`src/rtl/pc_sequencer.sv`:
```
// pc_sequencer: program-counter sequencer with stall, relative branch (one flush bubble),
// halt and a saturating execution-cycle counter.
module pc_sequencer #(
    parameter int D  = 12,
    parameter int CW = 16
) (
    input  logic          clk,
    input  logic          reset,
    input  logic          start,
    input  logic [D-1:0]  start_addr,
    input  logic          stall,
    input  logic          branch_taken,
    input  logic [D-1:0]  offset,
    input  logic          halt,
    output logic [D-1:0]  pc,
    output logic          fetch_valid,
    output logic          flush,
    output logic          done,
    output logic [CW-1:0] cycle_count
);
    typedef enum logic [1:0] {IDLE, RUN, FLUSH, DONE} state_t;
    state_t state, state_nxt;
    logic launch, live, advance, counting;
    assign launch   = start && (state == IDLE || state == DONE);
    assign live     = state == RUN && !stall;
    assign advance  = live && !halt;
    assign counting = live || state == FLUSH;
    always_ff @(posedge clk or posedge reset)
        if (reset) state <= IDLE;
        else       state <= state_nxt;
    always_comb
        state_nxt = launch          ? RUN :
                    state == FLUSH  ? RUN :
                    live            ? (halt ? DONE : branch_taken ? FLUSH : RUN) :
                                      state;
    // Offset is two's complement, so a plain D-bit add wraps modulo 2^D for either sign.
    always_ff @(posedge clk or posedge reset)
        if (reset)        pc <= '0;
        else if (launch)  pc <= start_addr;
        else if (advance) pc <= pc + (branch_taken ? offset : D'(1));
    always_ff @(posedge clk or posedge reset)
        if (reset)                              cycle_count <= '0;
        else if (launch)                        cycle_count <= '0;
        else if (counting && cycle_count != '1) cycle_count <= cycle_count + CW'(1);
    always_comb begin
        fetch_valid = state == RUN;
        flush       = state == FLUSH;
        done        = state == DONE;
    end
endmodule

```
`config.mk`:
```
export PLATFORM = sky130hd
export DESIGN_NAME = pc_sequencer
export DESIGN_NICKNAME = d
export VERILOG_FILES = /design/src/rtl/pc_sequencer.sv
export SDC_FILE = /design/constraint.sdc
export NUM_CORES = 1
export LEC_CHECK = 0
export ABC_AREA = 1
export CAP_MARGIN = 30
export CORE_MARGIN = 4
export CORE_UTILIZATION = 42
export DETAILED_ROUTE_END_ITERATION = 10
export GPL_ROUTABILITY_DRIVEN = 0
export PLACE_DENSITY = 0.7
export SYNTH_ARGS = -nofsm -noshare
export SYNTH_HDL_FRONTEND = slang
export SYNTH_SLANG_ARGS = --single-unit
```
`constraint.sdc`:
```
create_clock -name clk -period 2.3 [get_ports clk]
set_clock_uncertainty 0.2 [all_clocks]
set_input_delay 0.46 -clock clk [delete_from_list [all_inputs] [get_ports clk]]
set_output_delay 0.46 -clock clk [all_outputs]
set_load 0.1 [all_outputs]
```
Word level (Yosys, flattened, before mapping) --
Index checks and enable logic that the tools add are counted. Widths: inputs -> output; s select.
Word-level totals: flip-flop bits (word level) 30, input bits 30, output and inout port bits 31, logic and storage cells 31
Cells by class: $add $sub $neg 2, eq/ne operators 4, muxes and demuxes 10, reduce and logical (&&, ||, !) cells 12
Operators by type and width (count):
- $mux 12 | 3
- $mux 16 | 2
- $add 16x1->16 const B | 1
- $ne 16x16->1 const B | 1
- $add 12x12->12 | 1
- $mux 2 | 5
- $eq 2x2->1 const B | 2
- $logic_and 1x1->1 | 4
- $reduce_bool 2->1 | 2
- $reduce_bool 3->1 | 1
- $eq 2x1->1 const B | 1
- $logic_not 1->1 | 2
- $logic_not 2->1 | 1
- $logic_or 1x1->1 | 2

Logic depth before layout (Yosys ltp) --
word-level depth 6, mapped depth 14, depth with buffers taken out 13

Worst setup path before layout --
OpenSTA, ideal clock, no wires.
kind register -> register, from register pc[0], to register pc[6], library setup time 0.120 ns, data arrival time 2.280 ns, data required time 1.980 ns, path slack -0.299 ns, cell stages (with the launch flop) 11, period minus slack after synthesis 2.599 ns, path through dfrtp_1 > ha_1 > inv_1 > fa_1 > nor2_1 > nor2_1 > o21ai_0 > or2_2 > nand3_1 > nand2_1 > nand2_1
On the way: word-level cells in the longest chain between the ends 3
Ends and longest elaborated chain:
- start: declaration | line 15 | output logic [D-1:0] pc,
- start signal: assignment | line 39 | else if (launch) pc <= start_addr;
- start signal: assignment | line 40 | else if (advance) pc <= pc + (branch_taken ? offset : D'(1));
- $add 12x12->12 | line 40
- $mux 12 | line 40
- $mux 12 | line 39
No other way between the ends. The select of a mux whose other input is x is not followed. A chain may end at the register's enable or synchronous reset.

Final worst setup path --
from input port branch_taken, to register pc[4]
On the way: word-level cells in the longest chain between the ends 4
Ends and longest elaborated chain:
- start: declaration | line 12 | input logic branch_taken,
- $mux 12 | line 40
- $add 12x12->12 | line 40
- $mux 12 | line 40
- $mux 12 | line 39
No other way between the ends. The select of a mux whose other input is x is not followed.

==> reports/results.ini <==
[route]
drt-total-wl_um=6570
dr.pass1.iters=5
detail-route-antenna-nets=0
vias_per_cell=4.81
post_drt_wl_per_cell_um=12.4
vias=2551
drt_iter0_markers=100
post-route-drc-count=0

[clock_network]
cts_buffers=5
root_buffer=clkbuf_8
h-tree-depth=2
clk_pin_slew_ns=0.07
insertion_delay_ns=0.29
cts_tree=built
ctsHoldBuffers=0
clock_path_buffers=2
clock_sinks=30

[logic_synthesis]
syn_inst=375
async_flop_share_pct=100
syn_area_per_cell_um2=6.63
synth.cell_area_um2=2490
ys_ff_latch=30
yosys_warnings=0
ys.flop_type=dfrtp_1
ys_types=33
synth_edf_count=0
yosysSeqAreaShare_pct=30.2
syn-num-nets=421

[sta]
setup_viol=0
worstMarginPinSlew_ns=0.408
fin_crit_sh_pct=95.2
timing.fmax_mhz=457
hold_violations=0
slew_viol_final=0
whs_ns=0.314
finalCriticalPeriod_ns=2.19
rsz0062_at_grt=false
slew_headroom_pct=72.8
worst_slack_ns=0.110

[setup_path]
cp_data_required_time_ns=2.33
crit_type=in -> reg
r2r_start=cycle_count[0]
slowest_stage=fa_2
path_max_fanout=2
worst-path-buf-inv=5
startpoint=branch_taken
arrival_ns=2.22
path_cells=dlygate4sd2_1 > inv_1 > or2_4 > ha_4 > inv_2 > fa_2 > nor2_4 > nor2_2 > buf_4 > buf_4 > xnor2_2 > nand2_1 > a21oi_2
path_common_cell=buf_4
critPathMaxStageDelay_ns=0.36
start_kind=input port
crit_path_end_kind=flop
critical_path.top_delay_family=buffers and inverters

[final_layout]
final_cell_mix=nand2_1, inv_1, buf_4, nor2_1, clkdlybuf4s50_1
antennaDiodeCount=0
final_common_cell=nand2_1
syn2layout_area_growth_pct=37.8
fill_cells=536
num-nets-final=503
layout-drive-gt1-share_pct=21.8
design_area_um2=3430

[run_status]
status=completed

[grt]
grt_max_degree=31
track_usage_pct=19.2
grt_overflow_total=0
grt_pass1_wl_um=11200
antenna_found_initial=0
grt_pass1_vias=2465

[place]
portBuffers=60
pre_cts_slack_ns=-0.422
dpl_cell_area_um2=3260
dp_hpwl_um=5000

[power_and_ir_drop]
cellPowerDensity_nw_per_um2=1500
power_uw=5130
p_leak_uw=0.00184
max-vdd-ir-drop_v=0.000736

[floorplanning]
design.portCount=61
core_um2=5610
std_cell_rows=27
start_util_pct=44.3
dieArea_um2=7210
die_x_um=84.9
die_y_um=84.9

[min_path]
hold_path.startpoint=pc[5]
hold_class=reg -> reg

[job]
maxCapViolCount=0

## registers in the layout (all words and copies together), names as in the netlist
signal and cells:
cycle_count 16, pc 12, state 2
## layer usage
layer | share of wire [%] | global-route usage, %
met5 | 0 | 0
met4 | 0.44 | 3.60
met3 | 5.3 | 5.34
met2 | 48 | 33.5
met1 | 47 | 23.8
## worst register-to-register path, stage by stage (launching register included)
cell	delay, ns
dfrtp_2	0.40
ha_1	0.18
inv_1	0.09
nor2_4	0.19
nand4_4	0.12
nor2_4	0.17
nor2_4	0.09
nor2_4	0.28
o21ai_1	0.13
## timing repair
action                                  4_1_cts  5_1_grt
hold endpoints to repair                      0        0
resized for setup                             9        5
endpoints found under the setup margin        5        3
setup buffers                                 2        1
pin swaps                                     4        7
## layout make-up
cell class,instances,area (um^2),share of cell area (%)
clock buffers,6,82.6,2.41
inverters,54,203,5.92
repair buffers,83,751,21.9
clock inverters,2,12.5,0.365
multi-input cells,283,1520,44.5
well taps,72,90.1,2.63
flip-flops and latches,30,763,22.3
## path summary, 6_finish.rpt
check / endpoint / slack [ns] / depth (start not counted)
max in group asynchronous: cycle_count[11] / 1.23 / 3
max: pc[4] / 0.11 / 13
min reg2reg: pc[5] / 0.31 / 2
min: pc[5] / 0.31 / 2
max reg2reg: cycle_count[15] / 0.33 / 8
min in group asynchronous: pc[9] / 0.35 / 3
## stage by stage
stage               setup TNS [ns]  util [%]  cells
detailed placement           -3.10      58.2    519
finish                           0      61.1    530
global placement             -2.75      58.2    519
CTS                              0      60.6    529
global route                     0      61.1    530
floorplan                 -0.00241         -    375
## synthesized netlist by cell type (3+ instances only)
cell / instances / area share (%)
a21oi_1: 11 / 2.2
clkbuf_1: 3 / 0.45
dfrtp_1: 30 / 30
ha_1: 15 / 7.5
inv_1: 53 / 8.0
nand2_1: 125 / 19
nand3_1: 24 / 4.8
nand4_1: 11 / 2.8
nor2_1: 47 / 7.1
nor2_4: 4 / 1.8
o211ai_1: 3 / 0.91
o21ai_0: 7 / 1.4
o21ai_2: 7 / 2.5
xnor2_1: 5 / 1.8
xor2_1: 6 / 2.1
## logic make-up (layout without fill, tap and decap cells)
group | after synthesis | after routing | synth area share, %
fa+ha+maj | 16 | 16 | 8.35
xor+xnor | 11 | 11 | 3.88
buf+inv | 62 | 145 | 10.3
compound gates | 36 | 36 | 9.16
simple gates | 220 | 220 | 38.1
flops | 30 | 30 | 30.2
## power breakdown
part	leakage [uW]	internal [uW]	switching, uW	total, uW
Clock	0.0000472	240	225	466
Sequential	0.000374	733	211	944
Combinational	0.00142	1110	2600	3720
No activity file was read; power rests on OpenSTA's default activity.
==> edit 1 (same settings) <==
Re-encode `state_t` (4 states) as Gray code, 2 bits wide.
--- a/src/rtl/pc_sequencer.sv
+++ b/src/rtl/pc_sequencer.sv
@@ -18,7 +18,7 @@
     output logic          done,
     output logic [CW-1:0] cycle_count
 );
-    typedef enum logic [1:0] {IDLE, RUN, FLUSH, DONE} state_t;
+    typedef enum logic [1:0] {IDLE = 2'b00, RUN = 2'b01, FLUSH = 2'b11, DONE = 2'b10} state_t;
     state_t state, state_nxt;
     logic launch, live, advance, counting;
     assign launch   = start && (state == IDLE || state == DONE);
Formal check against the unedited RTL: same outputs for any inputs over 10 cycles, from zero or initial values and one cycle with reset high; not proved beyond that.
==> edit 1 against the original RTL <==
Via count is 0.94% higher. Core utilization is 1.6 points lower. Routed wire length hardly changed. Highest routed layer unchanged. Non-clock buffer count is 5 lower. Total power is 8.0% lower. Final area is 2.7% lower. Count of clock-buffer cells in the layout is 2 higher. Synthesized cell count is 1.3% higher. Sequential power is 1% lower. Critical path depth is 1 lower. Area after synthesis is 1.1% lower. Setup slack better by 0.062 ns. Sequential cell count stayed put.
==> edit 1: results (changes against the original RTL) <==
\begin{tabular}{lr}
\hline
Metric & Value \\
\hline
\multicolumn{2}{l}{\textbf{Hold path}} \\
Capture endpoint of the worst hold path & cycle\_count[0] \\
Hold Crit Depth & 1 (-1) \\
\multicolumn{2}{l}{\textbf{Setup path}} \\
Worst reg2reg path endpoint & cycle\_count[13] \\
Max stage delay cell, worst path & sky130\_fd\_sc\_hd\_\_clkdlybuf4s50\_1 \\
Depth of the most critical reg-to-reg path & 10 (+2) \\
Slowest cell delay on critical path & 0.41 ns (+0.05 ns) \\
Largest delay contributor family on the critical path & simple AND/OR/NAND/NOR gates \\
\multicolumn{2}{l}{\textbf{Status}} \\
Outcome & completed \\
\multicolumn{2}{l}{\textbf{Drt}} \\
Iter 0 DRT Violations & 160 (+60\%) \\
Via-to-Cell Ratio & 4.858 (+0.94\%) \\
Drt pass-1 iters & 4 (-1) \\
Average wire length per cell after detail routing & 12.39 um (about the same) \\
Routed vias & 2575 (+0.94\%) \\
\multicolumn{2}{l}{\textbf{Logic synthesis}} \\
Post-synthesis sequential area ratio & 30.52\% (+0.32 points) \\
Number of nets in the synthesized netlist & 423 (+0.48\%) \\
Post-synth cell types & 37 (+12\%) \\
\multicolumn{2}{l}{\textbf{Power and ir drop}} \\
Switching power summed over all nets & 2.793 mW (-8.1\%) \\
Part of the total power dissipated in the clock network & 9.6\% (+0.5 points) \\
Maximum VDD drop & 0.001025 V (+39\%) \\
Sequential-cell power consumption & 934 uW (-1\%) \\
\multicolumn{2}{l}{\textbf{GRT}} \\
Met2 track utilization from global routing & 34.02\% (+0.50 points) \\
Vias in the first global route & 2543 (+3.2\%) \\
\multicolumn{2}{l}{\textbf{Final layout}} \\
Fin nets & 500 (-0.60\%) \\
Fraction of final layout cells with drive strength greater than 1 & 19.43\% (-2.4 points) \\
Fillers & 545 (+1.7\%) \\
\multicolumn{2}{l}{\textbf{Timing}} \\
Slew at the pin closest to its max-slew limit & 0.4722 ns (+0.06368 ns) \\
Hold Slack & 0.3009 ns (-0.01343 ns) \\
\multicolumn{2}{l}{\textbf{Place}} \\
Post-placement cell area & 0.003201 sq mm (-2.0\%) \\
Setup Slack @ Placement & -0.3825 ns (+0.03913 ns) \\
\multicolumn{2}{l}{\textbf{CTS}} \\
\# resized after CTS & 4 (-5) \\
\hline
\end{tabular}
==> edit 1: worst max-delay path by stage <==
stage | startpoint | end | slack, ns | cells past startpoint
final | offset[2] | pc[6] | 0.17 | 12
after global routing | offset[5] | pc[8] | 0.008 | 11
after CTS | offset[0] | pc[6] | 0.05 | 13
after detailed placement | branch_taken | pc[6] | -0.38 | 13
after global placement | branch_taken | pc[6] | -0.36 | 12
after floorplan | state[1] | done | -0.06 | 2
==> edit 1: logic make-up (layout without fill, tap and decap cells) <==
kind of cell,after synthesis,in the layout,share of synthesized area [%]
fa+ha+maj,13,13,6.917
simple gates,228,228,39.12
xor+xnor,13,13,4.629
buf+inv,65,143,11.19
compound gates,31,31,7.630
flops,30,30,30.52
==> edit 1: final cells by class <==
cell class | count | area [sq um] | share of cell area (%)
multi-input cells | 285 | 1465 | 43.94
flip-flops and latches | 30 | 759.5 | 22.78
repair buffers | 78 | 713.2 | 21.39
inverters | 57 | 216.5 | 6.492
clock buffers | 8 | 90.09 | 2.702
well taps | 72 | 90.09 | 2.702
==> edit 2 (config.mk and constraints unchanged) <==
Without the edit above. The parameter `CW` goes from 16 to 18.
--- a/src/rtl/pc_sequencer.sv
+++ b/src/rtl/pc_sequencer.sv
@@ -2,7 +2,7 @@
 // halt and a saturating execution-cycle counter.
 module pc_sequencer #(
     parameter int D  = 12,
-    parameter int CW = 16
+    parameter int CW = 18
 ) (
     input  logic          clk,
     input  logic          reset,
Interface: changed (resized cycle_count); port bits go from 61 to 63. The function was not compared with the original's and may differ.
==> edit 2 against the original RTL <==
First-iteration DRC count up 56%. Final area up 6.4%. Routed wire length up 12%. Via count up 12%. Final cell count up 6.4%. Setup slack better by 0.017 ns. Area after synthesis up 5.5%. Sequential cell count up 2. Critical path type unchanged.
Power is left out: the tool's default activity adds up to more than one toggle a clock period on the data nets, which glitch-free logic cannot reach.
==> edit 2: results (changes against the original RTL) <==
\begin{tabular}{lr}
\hline
Metric & Value \\
\hline
\multicolumn{2}{l}{\textbf{Final layout}} \\
Largest registers & cycle\_count: 18 flops, pc: 12 flops, state: 2 flops \\
Fraction of final layout cells with drive strength greater than 1 & 20.65\% (-1.2 points) \\
\multicolumn{2}{l}{\textbf{Drt}} \\
Average wire length per cell after detail routing & 13.01 um (+5.0\%) \\
Iter 0 DRT Violations & 156 (+56\%) \\
Drt pass-1 iters & 4 (-1) \\
\multicolumn{2}{l}{\textbf{Timing}} \\
Hold Slack & 0.3138 ns (-0.0005000 ns) \\
\multicolumn{2}{l}{\textbf{GRT}} \\
Wire length of the first global-routing pass & 12.12 mm (+7.9\%) \\
\multicolumn{2}{l}{\textbf{Place}} \\
Post-DP HPWL & 5.726 mm (+15\%) \\
Post-placement cell area & 0.003512 sq mm (+7.6\%) \\
\multicolumn{2}{l}{\textbf{Setup path}} \\
Maximum net fanout on the critical path & 10 (+8) \\
Worst reg2reg path endpoint & cycle\_count[5] \\
Largest delay contributor family on the critical path & simple AND/OR/NAND/NOR gates \\
Crit path to & pc[6] \\
Depth of the most critical reg-to-reg path & 10 (+2) \\
Slowest cell delay on critical path & 0.32 ns (-0.04 ns) \\
Startpoint of the worst register-to-register path & state[0] \\
Arrival time of data at the critical path endpoint & 2.20 ns (-0.02 ns) \\
\multicolumn{2}{l}{\textbf{Logic synthesis}} \\
Cell count after synthesis & 401 (+6.9\%) \\
Synth Area in Compound Gates & 9.208\% (+0.048 points) \\
Xor and xnor area share after synthesis & 2.004\% (-1.9 points) \\
Adder-cell share of the synthesized area & 7.920\% (-0.43 points) \\
Number of nets in the synthesized netlist & 447 (+6.2\%) \\
\multicolumn{2}{l}{\textbf{Status}} \\
Outcome & completed \\
\multicolumn{2}{l}{\textbf{Hold path}} \\
Origin of the worst min-delay path & pc[8] \\
Capture endpoint of the worst hold path & pc[8] \\
\hline
\end{tabular}
[edit 2: cell count changes after synthesis, moves of 5 or more]
cell                      before  now
sky130_fd_sc_hd__nand4_1      11   23
sky130_fd_sc_hd__o21ai_2       7    2
sky130_fd_sc_hd__inv_1        53   59
sky130_fd_sc_hd__o21ai_1       2   13
[edit 2: final cells by class]
type / instances / area [sq um]
Clock buffer: 8 / 90.09
Fill cell: 549 / 2345
Inverter: 64 / 252.7
Multi-Input combinational cell: 296 / 1545
Sequential cell: 32 / 805.8
Tap cell: 75 / 93.84
Timing Repair Buffer: 89 / 858.3
[edit 2: metal layers]
layer	GRT usage (%)	vias up	part of all wire [%]
met5	0	-	0
met4	6.232	0	1.7
met3	3.406	13	5.9
met2	35.40	92	49
met1	24.25	1288	43
li1	-	1459	-
[edit 2: timing repair]
item                                    in CTS  in global routing
hold buffers                                 0                  0
gates resized for setup                      5                  9
setup buffers                                0                  1
endpoints found under the setup margin       9                  3
pin swaps                                    0                  7
